## config.mk

```make
export PLATFORM = sky130hd
export DESIGN_NAME = washer_phase_timer
export DESIGN_NICKNAME = d
export VERILOG_FILES = /design/src/rtl/washer_pkg.sv /design/src/rtl/washer_tick_gen.sv /design/src/rtl/washer_phase_timer.sv
export SDC_FILE = /design/constraint.sdc
export NUM_CORES = 1
export LEC_CHECK = 0
export ABC_AREA = 1
export CORE_UTILIZATION = 44
export CTS_CLUSTER_DIAMETER = 40
export DETAILED_ROUTE_END_ITERATION = 8
export GPL_ROUTABILITY_DRIVEN = 0
export PLACE_DENSITY = 0.76
export REMOVE_ABC_BUFFERS = 1
export SLEW_MARGIN = 10
export SYNTH_ARGS = -nofsm -noshare
export SYNTH_HDL_FRONTEND = slang
export SYNTH_SLANG_ARGS = --single-unit
```

## constraint.sdc

```tcl
create_clock -name clk -period 1.66 [get_ports clk]
set_input_delay 0.332 -clock clk [delete_from_list [all_inputs] [get_ports clk]]
set_output_delay 0.332 -clock clk [all_outputs]
set_load 0.005 [all_outputs]
```

## src/rtl/washer_pkg.sv

```systemverilog
// Shared encodings and default phase thresholds for the wash controller and its phase timer.
package washer_pkg;

  typedef enum logic [1:0] {
    LOAD_S  = 2'b00,
    LOAD_M  = 2'b01,
    LOAD_L  = 2'b10,
    LOAD_XL = 2'b11
  } load_e;

  localparam int DEF_CNT_W     = 8;
  localparam int DEF_T_DRAIN   = 1;
  localparam int DEF_T_FILL    = 2;
  localparam int DEF_T_RINSE   = 4;
  localparam int DEF_T_SPIN    = 7;
  localparam int DEF_T_WASH_S  = 2;
  localparam int DEF_T_WASH_M  = 4;
  localparam int DEF_T_WASH_L  = 8;
  localparam int DEF_T_WASH_XL = 12;
  localparam int DEF_PRESCALE  = 4;

endpackage

```

## src/rtl/washer_tick_gen.sv

```systemverilog
// Tick prescaler: one-cycle tick every PRESCALE un-held clk cycles; cleared by R, frozen by hold.
module washer_tick_gen #(
  parameter int PRESCALE = 4
) (
  input  logic clk,
  input  logic R,
  input  logic hold,
  output logic tick
);

  localparam int PW = (PRESCALE > 1) ? $clog2(PRESCALE) : 1;
  localparam logic [PW-1:0] LAST = PW'(PRESCALE - 1);

  logic [PW-1:0] pre_q, pre_d;

  // With PRESCALE=1, LAST is 0 and the counter never leaves 0, so tick is constant high.
  assign tick  = (pre_q == LAST);
  assign pre_d = tick ? '0 : pre_q + PW'(1);

  always_ff @(posedge clk) begin
    if (R)          pre_q <= '0;
    else if (!hold) pre_q <= pre_d;
  end

endmodule

```

## src/rtl/washer_phase_timer.sv

```systemverilog
// Saturating phase timer with hold and restart-latched load size.
// Optional tick prescaler enabled by defining WASHER_PRESCALE_EN.
module washer_phase_timer
  import washer_pkg::*;
#(
  parameter int CNT_W     = DEF_CNT_W,
  parameter int T_DRAIN   = DEF_T_DRAIN,
  parameter int T_FILL    = DEF_T_FILL,
  parameter int T_RINSE   = DEF_T_RINSE,
  parameter int T_SPIN    = DEF_T_SPIN,
  parameter int T_WASH_S  = DEF_T_WASH_S,
  parameter int T_WASH_M  = DEF_T_WASH_M,
  parameter int T_WASH_L  = DEF_T_WASH_L,
  parameter int T_WASH_XL = DEF_T_WASH_XL,
  parameter int PRESCALE  = DEF_PRESCALE
) (
  input  logic             clk,
  input  logic             R,
  input  logic             hold,
  input  logic [1:0]       load,
  output logic             Td,
  output logic             Tf,
  output logic             Tr,
  output logic             Ts,
  output logic             Tw,
  output logic [CNT_W-1:0] count,
  output logic             sat
);

  localparam int CMAX = (1 << CNT_W) - 1;
  localparam logic [CNT_W-1:0] CMAX_C = CNT_W'(CMAX);

  if (T_DRAIN  < 1 || T_DRAIN  > CMAX || T_FILL   < 1 || T_FILL   > CMAX ||
      T_RINSE  < 1 || T_RINSE  > CMAX || T_SPIN   < 1 || T_SPIN   > CMAX ||
      T_WASH_S < 1 || T_WASH_S > CMAX || T_WASH_M < 1 || T_WASH_M > CMAX ||
      T_WASH_L < 1 || T_WASH_L > CMAX || T_WASH_XL < 1 || T_WASH_XL > CMAX ||
      PRESCALE < 1) begin : g_bad_params
    $error("washer_phase_timer: threshold outside 1..CMAX or PRESCALE < 1");
  end

  logic tick;

`ifdef WASHER_PRESCALE_EN
  washer_tick_gen #(.PRESCALE(PRESCALE)) u_tick (
    .clk  (clk),
    .R    (R),
    .hold (hold),
    .tick (tick)
  );
`else
  assign tick = 1'b1;
`endif

  logic [CNT_W-1:0] count_q, count_d;
  load_e            load_q;
  logic [CNT_W-1:0] wash_thr;

  assign count_d = (tick && count_q != CMAX_C) ? count_q + CNT_W'(1) : count_q;

  always_ff @(posedge clk) begin
    if (R) begin
      count_q <= '0;
      load_q  <= load_e'(load);
    end else if (!hold) begin
      count_q <= count_d;
    end
  end

  always_comb begin
    wash_thr = CNT_W'(T_WASH_S);
    unique case (load_q)
      LOAD_S:  wash_thr = CNT_W'(T_WASH_S);
      LOAD_M:  wash_thr = CNT_W'(T_WASH_M);
      LOAD_L:  wash_thr = CNT_W'(T_WASH_L);
      LOAD_XL: wash_thr = CNT_W'(T_WASH_XL);
      default: wash_thr = CNT_W'(T_WASH_S);
    endcase
  end

  // Flags decode the registered count directly; thresholds are all >= 1 so they are low after R.
  assign Td    = (count_q == CNT_W'(T_DRAIN));
  assign Tf    = (count_q == CNT_W'(T_FILL));
  assign Tr    = (count_q == CNT_W'(T_RINSE));
  assign Ts    = (count_q == CNT_W'(T_SPIN));
  assign Tw    = (count_q == wash_thr);
  assign sat   = (count_q == CMAX_C);
  assign count = count_q;

endmodule
```

==> metrics.md <==
| Metric | Value |
|---|---|
| Run status | `finished, final reports clean` |
| Die width | `40.0 um` |
| Setup CP Type | `flop to output pin` |
| Maximum VDD drop | `532 uV` |
| Final worst path period need | `between 1.5 and 2 ns` |
| Fmax | `0.609 GHz` |
| Pre-CTS WS | `-0.0691 ns` |
| Worst setup margin | `approximately 0.017 ns` |
| Synthesized area | `634 um^2` |
| Port Buf Inserts | `18` |
| Clock latency at the later pin of the worst-skew pair | `approximately 0.28 ns` |
| Post-Layout Cell Count | `between 150 and 200` |
| Total power | `roughly 540 uW` |
| Starting Density | `48.1%` |
| Skew final | `about 0.012 ns` |
| Share of cells above drive strength 1 | `42.3%` |
| Yosys synthesis warning count | `0` |
| Post-DRT Antenna Nets | `0` |
| Routed WL per cell | `13.9 um` |
| Fillers | `90` |
| Maximum buffer depth of the clock tree | `2` |
| Area of the multi-input gates | `404 um^2` |
| CTS H-tree depth | `1` |
| DP Wirelength | `1210 um` |
| Cell Rows | `13` |
| Cells after Synth | `93` |
| Vias per inst | `roughly 5.1` |
| Cts bufs inserted | `3` |
| Static Leak | `0.511 nW` |
| CP Max Fanout | `3` |
| Mapped Avg Cell Area | `6.82 um^2` |
| Worst Path Arrival | `1.31 ns` |
| Synth cell types | `19` |
| Final WL | `2120 um` |
| N_diodes | `0` |
| Die Span Y | `40.0 um` |
| CTS tree | `yes` |
| Residual DRC count | `0` |
| Fin. Hold Viols | `0` |
| Initial antenna violation count | `0` |
| Nets | `147` |
| Slew Viols, Final | `0` |
| Relative slew slack | `80.7%` |
| Maxcap violations | `0` |
| Area delta synth->final | `68.8%` |
| Die footprint | `~0.0016 mm^2` |
| Gr usage total | `a little over a quarter` |
| Pwr dens | `501 mW/mm^2` |
| First-pass GRT wire length | `roughly 2700 um` |
| Pre-antenna DRT Iters | `4` |
| 1st-iter DRT viols | `15` |
| Dpl cell area | `938 um^2` |
| Clock transition at path regs | `roughly 0.08 ns` |
| Number of global-route vias before repair | `642` |
| Setup crit start kind | `flop` |
| Fin util | `81.3%` |
| Largest net degree at the start of global routing | `8` |
| HP Class | `input pin to flop` |
| Worst endpoint required time | `between 1 and 1.5 ns` |
| CTS sink count | `10` |
| Final instance area | `~0.0011 mm^2` |
| Ports | `19` |
| Vias post-DR | `778` |
| Reg area | `234 um^2` |
| Cells after DPL | `140` |
| RSZ-0062 raised after global routing | `yes` |
| CP endpoint kind | `output pin` |
| Actual slew at the worst max-slew pin | `between 0.2 and 0.3 ns` |
| Seq/Total Area, Yosys | `34.7%` |
| Seq cells post-synth | `10` |
| Core area | `approximately 0.0013 mm^2` |
| Tcrit/Tclk final | `99.0%` |
| Root buffer cell | `clkbuf_4` |
| Final Setup Violations | `0` |
| Total gr overflow | `0` |
| Hold_buf cts | `0` |
## metal layers
| metal | up-vias | track usage (%) | wire, um |
|---|---|---|---|
| li1 | 387 | - | - |
| met1 | 339 | 30.8 | 861 |
| met2 | 42 | 46.8 | 1050 |
| met3 | 10 | 1.67 | 116 |
| met4 | 0 | 18.1 | 89 |
| met5 | - | 0 | 0 |
## registers in the layout (all words and copies together) (netlist names)
| register | cells |
|---|---|
| count | 8 |
| load_q | 2 |
## synthesized netlist by cell type
cell / n / area [um^2]
nand2_1: 19 / 71.3
nor3_1: 2 / 10.0
o21ai_0: 3 / 15.0
nand2_2: 3 / 18.8
inv_1: 11 / 41.3
o21ai_1: 2 / 10.0
a21oi_1: 6 / 30.0
dfxtp_1: 8 / 160
nor2_1: 16 / 60.1
nand3_1: 8 / 40.0
inv_2: 1 / 3.75
nor2_2: 2 / 12.5
nor3b_1: 1 / 7.51
nor2_4: 2 / 22.5
nand4_1: 1 / 6.26
edfxtp_1: 2 / 60.1
nand2_4: 1 / 11.3
ha_1: 4 / 50.1
clkinv_1: 1 / 3.75
## where the power goes
| part | total (mW) | internal (mW) | switching [mW] |
|---|---|---|---|
| registers | 0.262 | 0.255 | 0.00696 |
| logic | 0.0918 | 0.0487 | 0.0430 |
| clock network | 0.183 | 0.0871 | 0.0957 |
| total | 0.536 | 0.391 | 0.146 |
## worst max-delay path: stages, from the launching register on
cell and delay, ns:
dfxtp_4 0.36, buf_4 0.14, ha_4 0.15, inv_2 0.09, nor2_4 0.06, nand2_4 0.07, inv_2 0.03, dlymetal6s2s_1 0.14
## per-stage QoR
step / hold slack [ns] / setup TNS [ns]
after floorplan: 0.401 / 0
after global placement: 0.532 / -0.0888
after detailed placement: 0.558 / -0.115
after global routing: 0.616 / -0.111
after CTS: 0.587 / -0.229
final: 0.608 / 0
## layout by cell type (no fill, tap or decap), types with 3 or more instances in the layout
cell type,count
nor2_2,5
clkbuf_4,3
nor2_1,13
a21oi_1,6
inv_1,8
buf_4,19
nand3_1,7
buf_2,4
nand2_2,3
buf_6,3
dfxtp_2,5
clkdlybuf4s50_1,12
nand2_1,19
## final timing paths
check        startpoint   endpoint  slack (ns)  cells past startpoint
min reg2reg    count[7]   count[7]        0.62                      4
min             load[1]  load_q[1]        0.61                      1
max reg2reg    count[1]   count[6]        0.19                     10
max            count[1]        sat        0.02                      7
## what timing repair did
action	4_1_cts	5_1_grt
pin swaps	4	7
buffers inserted	3	5
setup endpoints to repair	6	7
resized for setup	29	19
## cells by family after synthesis
kind of cell / share of synthesized area [%]
compound gates: 8.68
fa+ha+maj: 7.89
buf+inv: 7.69
flops: 34.7
simple gates: 41.0
## final cells by class
class / count / share of cell area, %
tap: 15 / 1.75
multi-input combinational: 70 / 37.7
timing repair buffer: 40 / 31.2
clock buffer: 3 / 2.10
inverter: 13 / 5.02
clock inverter: 1 / 0.350
sequential: 10 / 21.8
No activity file was read; power rests on OpenSTA's default activity.
